--- config.mk ---
export PLATFORM = sky130hd
export DESIGN_NAME = hex_keypad_scanner
export DESIGN_NICKNAME = d
export VERILOG_FILES = /design/src/rtl/keypad_pkg.sv /design/src/rtl/keypad_scan_timer.sv /design/src/rtl/hex_keypad_scanner.sv
export SDC_FILE = /design/constraint.sdc
export NUM_CORES = 1
export LEC_CHECK = 0
export ABC_CLOCK_PERIOD_IN_PS = 2300
export CORE_MARGIN = 3
export CORE_UTILIZATION = 35
export CTS_BUF_LIST = sky130_fd_sc_hd__clkbuf_2
export CTS_CLUSTER_DIAMETER = 30
export DETAILED_ROUTE_END_ITERATION = 6
export SLEW_MARGIN = 30
export SYNTH_ARGS = -nofsm -noshare
export SYNTH_HDL_FRONTEND = slang
export SYNTH_HIERARCHICAL = 1
export SYNTH_SLANG_ARGS = --single-unit
export TNS_END_PERCENT = 100
--- constraint.sdc ---
create_clock -name CLK -period 2.3 [get_ports CLK]
set_input_delay 0.46 -clock CLK [delete_from_list [all_inputs] [get_ports CLK]]
set_output_delay 0.46 -clock CLK [all_outputs]
set_load 0.05 [all_outputs]
--- src/rtl/keypad_pkg.sv ---
// Shared types and constants for the 4x4 hex keypad scanner.
package keypad_pkg;
  localparam int COL_W  = 2;
  localparam int CODE_W = 4;

  localparam logic [3:0] COL_RESET = 4'b1110;

  typedef logic [1:0] state_t;
  localparam state_t SCAN     = 2'd0;
  localparam state_t DEBOUNCE = 2'd1;
  localparam state_t PRESSED  = 2'd2;

  // Indexed by {row, col}: r0 "1 2 3 A", r1 "4 5 6 B", r2 "7 8 9 C", r3 "E 0 F D"
  localparam logic [15:0][CODE_W-1:0] KEY_MAP = {
    4'hD, 4'hF, 4'h0, 4'hE,
    4'hC, 4'h9, 4'h8, 4'h7,
    4'hB, 4'h6, 4'h5, 4'h4,
    4'hA, 4'h3, 4'h2, 4'h1
  };

  function automatic logic [1:0] lowest_low_row(input logic [3:0] row_n);
    lowest_low_row = 2'd0;
    for (int i = 3; i >= 0; i--)
      if (!row_n[i]) lowest_low_row = 2'(i);
  endfunction
endpackage

--- src/rtl/keypad_scan_timer.sv ---
// Free-running column slot divider; tick_o marks the last cycle of each slot.
module keypad_scan_timer #(
  parameter int SCAN_DIV = 100000
) (
  input  logic clk_i,
  input  logic rst_i,
  output logic tick_o
);
  localparam int DW = $clog2(SCAN_DIV);

  logic [DW-1:0] div_q;

  assign tick_o = (div_q == DW'(SCAN_DIV - 1));

  always_ff @(posedge clk_i or posedge rst_i) begin
    if (rst_i)       div_q <= '0;
    else if (tick_o) div_q <= '0;
    else             div_q <= div_q + DW'(1);
  end
endmodule

--- src/rtl/hex_keypad_scanner.sv ---
// 4x4 hex keypad scanner: column strobe, debounce FSM, key events and 16-bit operand shifter.
// Define KEYPAD_REPEAT_EN to add auto-repeat while a key is held.
module hex_keypad_scanner
  import keypad_pkg::*;
#(
  parameter int SCAN_DIV         = 100000,
  parameter int DEBOUNCE_SAMPLES = 4,
  parameter int REPEAT_DELAY     = 40,
  parameter int REPEAT_RATE      = 8
) (
  input  logic        CLK,
  input  logic        RST,
  input  logic [3:0]  ROW,
  output logic [3:0]  COL,
  input  logic        OPERAND_CLR,
  output logic [3:0]  KEY_CODE,
  output logic        KEY_VALID,
  output logic        KEY_HELD,
  output logic [15:0] OPERAND
);
  localparam int CW = (DEBOUNCE_SAMPLES < 1) ? 1 : $clog2(DEBOUNCE_SAMPLES + 1);

  logic              tick;
  logic [3:0]        row_s1_q, row_s2_q;
  state_t            state_q, state_d;
  logic [COL_W-1:0]  col_sel_q, col_sel_d;
  logic [1:0]        cand_q, cand_d, ev_row;
  logic [CW-1:0]     cnt_q, cnt_d;
  logic              ev;
  logic [CODE_W-1:0] ev_code, key_code_q;
  logic              key_valid_q;
  logic [15:0]       operand_q;

  keypad_scan_timer #(.SCAN_DIV(SCAN_DIV)) u_timer (
    .clk_i (CLK),
    .rst_i (RST),
    .tick_o(tick)
  );

  always_ff @(posedge CLK or posedge RST) begin
    if (RST) begin
      row_s1_q <= 4'hF;
      row_s2_q <= 4'hF;
    end else begin
      row_s1_q <= ROW;
      row_s2_q <= row_s1_q;
    end
  end

  assign ev_row  = (state_q == SCAN) ? lowest_low_row(row_s2_q) : cand_q;
  assign ev_code = KEY_MAP[{ev_row, col_sel_q}];

`ifdef KEYPAD_REPEAT_EN
  logic [15:0] hold_q, hold_d;
  logic        rep_q, rep_d;
`endif

  always_comb begin
    state_d   = state_q;
    col_sel_d = col_sel_q;
    cand_d    = cand_q;
    cnt_d     = cnt_q;
    ev        = 1'b0;
`ifdef KEYPAD_REPEAT_EN
    hold_d    = hold_q;
    rep_d     = rep_q;
`endif
    if (tick) begin
      case (state_q)
        SCAN: begin
          if (!(&row_s2_q)) begin
            cand_d = lowest_low_row(row_s2_q);
            if (DEBOUNCE_SAMPLES == 1) begin
              state_d = PRESSED;
              cnt_d   = '0;
              ev      = 1'b1;
            end else begin
              state_d = DEBOUNCE;
              cnt_d   = CW'(1);
            end
          end else begin
            col_sel_d = col_sel_q + 1'b1;
          end
        end
        DEBOUNCE: begin
          if (!row_s2_q[cand_q]) begin
            cnt_d = cnt_q + 1'b1;
            if (cnt_d == CW'(DEBOUNCE_SAMPLES)) begin
              state_d = PRESSED;
              cnt_d   = '0;
              ev      = 1'b1;
            end
          end else begin
            // Bounce: give up on this column and move on
            state_d   = SCAN;
            col_sel_d = col_sel_q + 1'b1;
          end
        end
        PRESSED: begin
          if (&row_s2_q) begin
            cnt_d = cnt_q + 1'b1;
            if (cnt_d == CW'(DEBOUNCE_SAMPLES)) begin
              state_d = SCAN;
              cnt_d   = '0;
            end
`ifdef KEYPAD_REPEAT_EN
            hold_d = '0;
            rep_d  = 1'b0;
`endif
          end else begin
            cnt_d = '0;
`ifdef KEYPAD_REPEAT_EN
            hold_d = hold_q + 16'd1;
            if (hold_d == (rep_q ? 16'(REPEAT_RATE) : 16'(REPEAT_DELAY))) begin
              ev     = 1'b1;
              hold_d = '0;
              rep_d  = 1'b1;
            end
`endif
          end
        end
        default: state_d = SCAN;
      endcase
`ifdef KEYPAD_REPEAT_EN
      if (state_q != PRESSED) begin
        hold_d = '0;
        rep_d  = 1'b0;
      end
`endif
    end
  end

  always_ff @(posedge CLK or posedge RST) begin
    if (RST) begin
      state_q     <= SCAN;
      col_sel_q   <= '0;
      cand_q      <= '0;
      cnt_q       <= '0;
      key_valid_q <= 1'b0;
      key_code_q  <= '0;
      operand_q   <= '0;
    end else begin
      state_q     <= state_d;
      col_sel_q   <= col_sel_d;
      cand_q      <= cand_d;
      cnt_q       <= cnt_d;
      key_valid_q <= ev;
      if (ev) key_code_q <= ev_code;
      if (OPERAND_CLR)
        operand_q <= ev ? {12'h000, ev_code} : 16'h0000;
      else if (ev)
        operand_q <= {operand_q[11:0], ev_code};
    end
  end

`ifdef KEYPAD_REPEAT_EN
  always_ff @(posedge CLK or posedge RST) begin
    if (RST) begin
      hold_q <= '0;
      rep_q  <= 1'b0;
    end else begin
      hold_q <= hold_d;
      rep_q  <= rep_d;
    end
  end
`endif

  assign COL       = ~(4'b0001 << col_sel_q);
  assign KEY_CODE  = key_code_q;
  assign KEY_VALID = key_valid_q;
  assign KEY_HELD  = (state_q == PRESSED);
  assign OPERAND   = operand_q;
endmodule
# After elaboration in Yosys (flattened, before gate mapping)
# Memories as Yosys holds them, arrays and structs flattened.
# Index checks and enable logic that the tools add are counted.
[word_totals]
word_cells = 69
romBits = 64
n_memories = 1
ff_bits = 55
output_inout_bits = 26
[mem_list]
columns = ["name", "depth", "width", "read_ports", "rd_clocked_by_memory_dff", "wr", "line_no", "text"]
rows = [
  ["(name not given)", 16, 4, 1, 0, 0, "hex_keypad_scanner.sv:51", "assign ev_code = KEY_MAP[{ev_row, col_sel_q}];"],
]
[classes]
magnitude_cmp = 2
muxes = 30
n_reduce_logical = 9
eq_ne = 11
bitwise = 2
addsub = 3
shifts = 1
[ops]
columns = ["cell", "n"]
rows = [
  ["$mux W16", 2],
  ["$mux W2", 12],
  ["$add A17 B1 Y17 const B", 1],
  ["$eq A17 B17 Y1 const B", 1],
  ["$mux W17", 1],
  ["$mux W3", 4],
  ["$reduce_and A4 Y1", 3],
  ["$pmux W3 S3", 1],
  ["$mux W4", 2],
  ["$ne A2 B1 Y1 const B", 3],
  ["$ne A2 B2 Y1 const B", 3],
  ["$pmux W2 S3", 1],
  ["$lt A4 B5 Y1 const B", 1],
  ["$mux W1", 5],
  ["$reduce_and A5 Y1", 1],
  ["$not A4 Y4", 1],
  ["$pmux W2 S2", 1],
  ["$reduce_bool A2 Y1", 2],
  ["$shl A1 B2 Y4 const A", 1],
  ["$add A3 B1 Y3 const B", 1],
  ["$eq A3 B3 Y1 const B", 1],
  ["$lt A2 B3 Y1 const B", 1],
  ["$ne A3 B3 Y1 const B", 1],
  ["$reduce_and A3 Y1", 1],
  ["other kinds (7)", 7],
]

# Depth between registers and ports, before layout
[depth]
ltp_word = 9
ltp_mapped = 12

# By module
# Netlist, hierarchy kept.
[modules_own_cells]
columns = ["module", "instances", "area_each_um2", "cells_each"]
rows = [
  ["hex_keypad_scanner", 1, 1916.8, 177],
  ["keypad_scan_timer", 1, 825.8, 75],
]

# Least setup slack after synthesis
# Ideal clock, no wire load.
[synth_path]
kind = "register -> register"
startpoint = "register u_timer.div_q[0]"
endpoint = "register cnt_q[2]"
n_path_buf = 1
stages_incl_launch_ff = 9
period_less_slack_ns = 2.093
setup_slack_ns = 0.207
t_arrival_ns = 1.972
required_time_ns = 2.179
cell_sequence = "dfrtp_1 ha_1 nand3_1 nor2_1 and4_1 buf_2 o21ai_0 a211o_1 a22o_1"
[synth_via]
elab_chain_len = 2
[synth_lines]
columns = ["item", "line_no", "text"]
rows = [
  ["start, declared", "keypad_scan_timer.sv:11", "logic [DW-1:0] div_q;"],
  ["start signal, assigned", "keypad_scan_timer.sv:18", "else div_q <= div_q + DW'(1);"],
  ["$eq A17 B17 Y1", "keypad_scan_timer.sv:13", "assign tick_o = (div_q == DW'(SCAN_DIV - 1));"],
  ["named net tick", "hex_keypad_scanner.sv:23", "logic tick;"],
  ["$reduce_and A4 Y1 (no source line)", "-", ""],
  ["end signal, assigned", "hex_keypad_scanner.sv:146", "cnt_q <= cnt_d;"],
  ["end, declared", "hex_keypad_scanner.sv:28", "logic [CW-1:0] cnt_q, cnt_d;"],
]
# The timed path passes the listed nets, and every way through them passes these cells.
# A chain may end at the register's enable or synchronous reset.

# Final worst setup path
[layout_path]
startpoint = "register operand_q[0], in the netlist OPERAND[0]"
endpoint = "output port OPERAND[0]"
[layout_lines]
columns = ["item", "line_no", "text"]
rows = [
  ["start, declared", "hex_keypad_scanner.sv:32", "logic [15:0] operand_q;"],
  ["start signal, assigned", "hex_keypad_scanner.sv:150", "operand_q <= ev ? {12'h000, ev_code} : 16'h0000;"],
  ["start signal, assigned", "hex_keypad_scanner.sv:152", "operand_q <= {operand_q[11:0], ev_code};"],
  ["end, declared", "hex_keypad_scanner.sv:19", "output logic [15:0] OPERAND"],
]
# No word-level cell between the ends.

==> results.py <==
metrics = {
    "synth": {
        "synthesis.area_mm2": 0.002743,
        "synth-seq-cells": 55,
        "synth-async-reset-ratio": 1.000,
        "synthCells": 252,
        "ys.flop_type": "dfrtp_1",
        "synth_edf_count": 0,
        "yosysSeqAreaShare": 0.5055,
        "yosysUniqueCellTypes": 48,
        "synth_area_leader_cell": "dfrtp_1",
        "synth_top_area_frac": 0.4288,
        "synth_area_leaders": "dfrtp_1 (43%), dfstp_2 (7.7%), ha_1 (5.5%), nand2_1 (4.5%), xnor2_1 (3.8%)",
        "synth_area_per_cell_um2": 10.88,
        "mappedNetlistNets": 271,
        "ys_warn_count": 6,
    },
    "timing": {
        "timing.final.ws_setup_ps": 99.04,
        "period_share": 0.9569,
        "clock_skew_ps": 21.13,
        "final_max_slew_viol_count": 0,
        "finalSetupViolCount": 0,
        "hold_violations": 0,
        "whs_ps": 370.3,
        "fmax_mhz": 454.3,
        "setup_tns_ps": 0,
        "tightest_slew_ps": 639.7,
        "min_period_ps": 2201,
        "slew_headroom": 0.5731,
        "rsz0062_at_grt": "no",
    },
    "critical_path": {
        "critPathArrivalTime_ps": 1740,
        "critPathLaunchType": "register",
        "slowest_stage": "clkdlybuf4s50_1",
        "cpPeakStageDelay_ps": 830,
        "crit_chain": "clkdlybuf4s50_1",
        "worst_ep_required_time_ps": 1840,
        "crit_path_end_kind": "primary output",
        "critical_path_class": "reg -> out",
        "crit_family": "buffers and inverters",
        "cp_num_buf_inv": 1,
        "crit_path_max_fanout": 3,
    },
    "route": {
        "drt-pass1-iter-count": 4,
        "vias": 1876,
        "wl_per_cell_um": 12.81,
        "ant_nets": 0,
        "via_per_inst": 4.774,
        "routed_wirelength_mm": 5.033,
        "drc_errors": 0,
        "drt_first_iter_violations": 88,
    },
    "final_layout": {
        "n_fill_cell": 715,
        "n_antenna_cell": 0,
        "multi_input_area_mm2": 0.001240,
        "final_util": 0.4433,
        "nNetsFinal": 312,
        "final_cell_mix": "dfrtp_1 (47), nand2_1 (33), clkdlybuf4s50_1 (18)",
        "drive_above_1_share": 0.2109,
        "final_common_cell": "dfrtp_1",
        "seqCellArea_mm2": 0.001386,
        "design_area_mm2": 0.003284,
        "final_cells": 393,
        "syn2layout_area_growth_pct": 19.75,
    },
    "floorplanning": {
        "start_util": 0.3702,
        "die_w_um": 94.52,
        "dieArea_mm2": 0.008934,
        "coreArea_mm2": 0.007408,
        "ios": 33,
        "die_y_um": 94.52,
        "placementRows": 31,
    },
    "cts": {
        "htreeDepth": 2,
        "clk_path_buf_depth": 2,
        "clock_sink_count": 55,
        "post_cts_buffers": 0,
        "cts-root-buf": "clkbuf_2",
        "insertion_delay_ps": 450,
        "cts_tree": "done",
        "clk_pin_slew_ps": 280,
        "cts_buffers": 5,
    },
    "worst_hold_path": {
        "hold_path_class": "in -> async",
    },
    "place": {
        "placed_area_mm2": 0.003187,
        "gp_congestion": 0.8076,
        "dp_cells": 385,
        "place_ws_ps": 167.6,
        "portBuffers": 32,
        "dp_hpwl_mm": 3.685,
    },
    "global_routing": {
        "grt_pass1_vias": 1863,
        "grt_usage": 0.1239,
        "antenna_found_initial": 0,
        "grt_pass1_wl_mm": 8.783,
        "grt_overflow": 0,
        "grt_max_degree": 25,
    },
    "pwr": {
        "leakagePower_nw": 1.582,
        "total_power_mw": 1.556,
        "power.density_mw_per_mm2": 473.6,
        "peakVddDrop_v": 0.0002796,
    },
    "flow_run": {
        "drv_cap": 0,
    },
    "outcome": {
        "status": "complete, no violations",
    },
}
## cell type report
type | count | share of cell area
Timing Repair Buffer | 41 | 0.1211
Multi-Input combinational cell | 174 | 0.3775
Tap cell | 99 | 0.03771
Sequential cell | 55 | 0.4221
Inverter | 16 | 0.01981
Clock buffer | 5 | 0.007619
Clock inverter | 3 | 0.01410
## final timing paths
check	endpoint	cells after the start	slack, ps	from
min	cand_q[1]$_DFFE_PP0P_	3	370	RST
max in group asynchronous	u_timer/div_q[5]$_DFF_PP0_	2	1480	RST
max	OPERAND[0]	1	100	OPERAND[0]$_DFFE_PP0P_
min reg2reg	row_s2_q[2]$_DFF_PP1_	0	380	row_s1_q[2]$_DFF_PP1_
min in group CLK	row_s1_q[1]$_DFF_PP1_	1	370	ROW[1]
max reg2reg	OPERAND[0]$_DFFE_PP0P_	9	210	u_timer/div_q[0]$_DFF_PP0_
## synth_stat cells, types with 6 or more instances
library cell / number
nor3_1: 6
dfrtp_1: 47
nand2_2: 9
o21ai_0: 6
mux2i_1: 6
ha_1: 12
nand2_1: 33
a21oi_2: 9
inv_1: 15
a21oi_1: 6
nor2_1: 14
xnor2_1: 12
nand3_1: 8
dfstp_2: 8
## logic make-up (layout without fill, tap and decap cells)
| logic type | after synthesis | count (layout) | share of synthesized area |
|---|---|---|---|
| AND/OR/NAND/NOR | 95 | 95 | 0.1916 |
| flip-flops | 55 | 55 | 0.5055 |
| AO/OA/AOI/OAI | 40 | 40 | 0.1036 |
| buffers and inverters | 23 | 65 | 0.04379 |
| XOR/XNOR | 17 | 17 | 0.05429 |
| adder cells (fa/ha/maj) | 12 | 12 | 0.05474 |
| multiplexers | 10 | 10 | 0.04653 |
## worst reg2reg max path: stages, from the launching register on
cell and delay (ps):
dfrtp_1 460, ha_1 210, nand3_1 140, nor2_2 150, and4_2 280, nand3_1 80
or2_1 270, clkinv_4 160, nor2_1 80, a21bo_1 190
## per-layer routing
layer  track usage  wire length, um  share of wire  up-vias
met2        0.1921             2355           0.47       17
li1              -                -              -      943
met5             0                0              0        -
met1        0.1738             2492           0.50      911
met3       0.02789              135          0.027        5
met4       0.03606               50         0.0099        0
## state kept, by name (all words and copies together) (netlist names)
register and flops:
row_s2_q 4, KEY_VALID 1, col_sel_q 2, KEY_CODE 4
row_s1_q 4, state_q 2, cand_q 2, u_timer/div_q 17
OPERAND 16, cnt_q 3
## repair_timing
| item | in CTS | in global routing |
|---|---|---|
| hold buffers | 0 | 0 |
| gates resized for setup | 0 | 12 |
| endpoints found under the setup margin | 0 | 20 |
## where the power goes
part           internal [mW]  switching [mW]
logic                 0.0259          0.0379
registers              0.983         0.00599
clock network          0.187           0.316
total                   1.20           0.359
No activity file was read; power rests on OpenSTA's default activity.
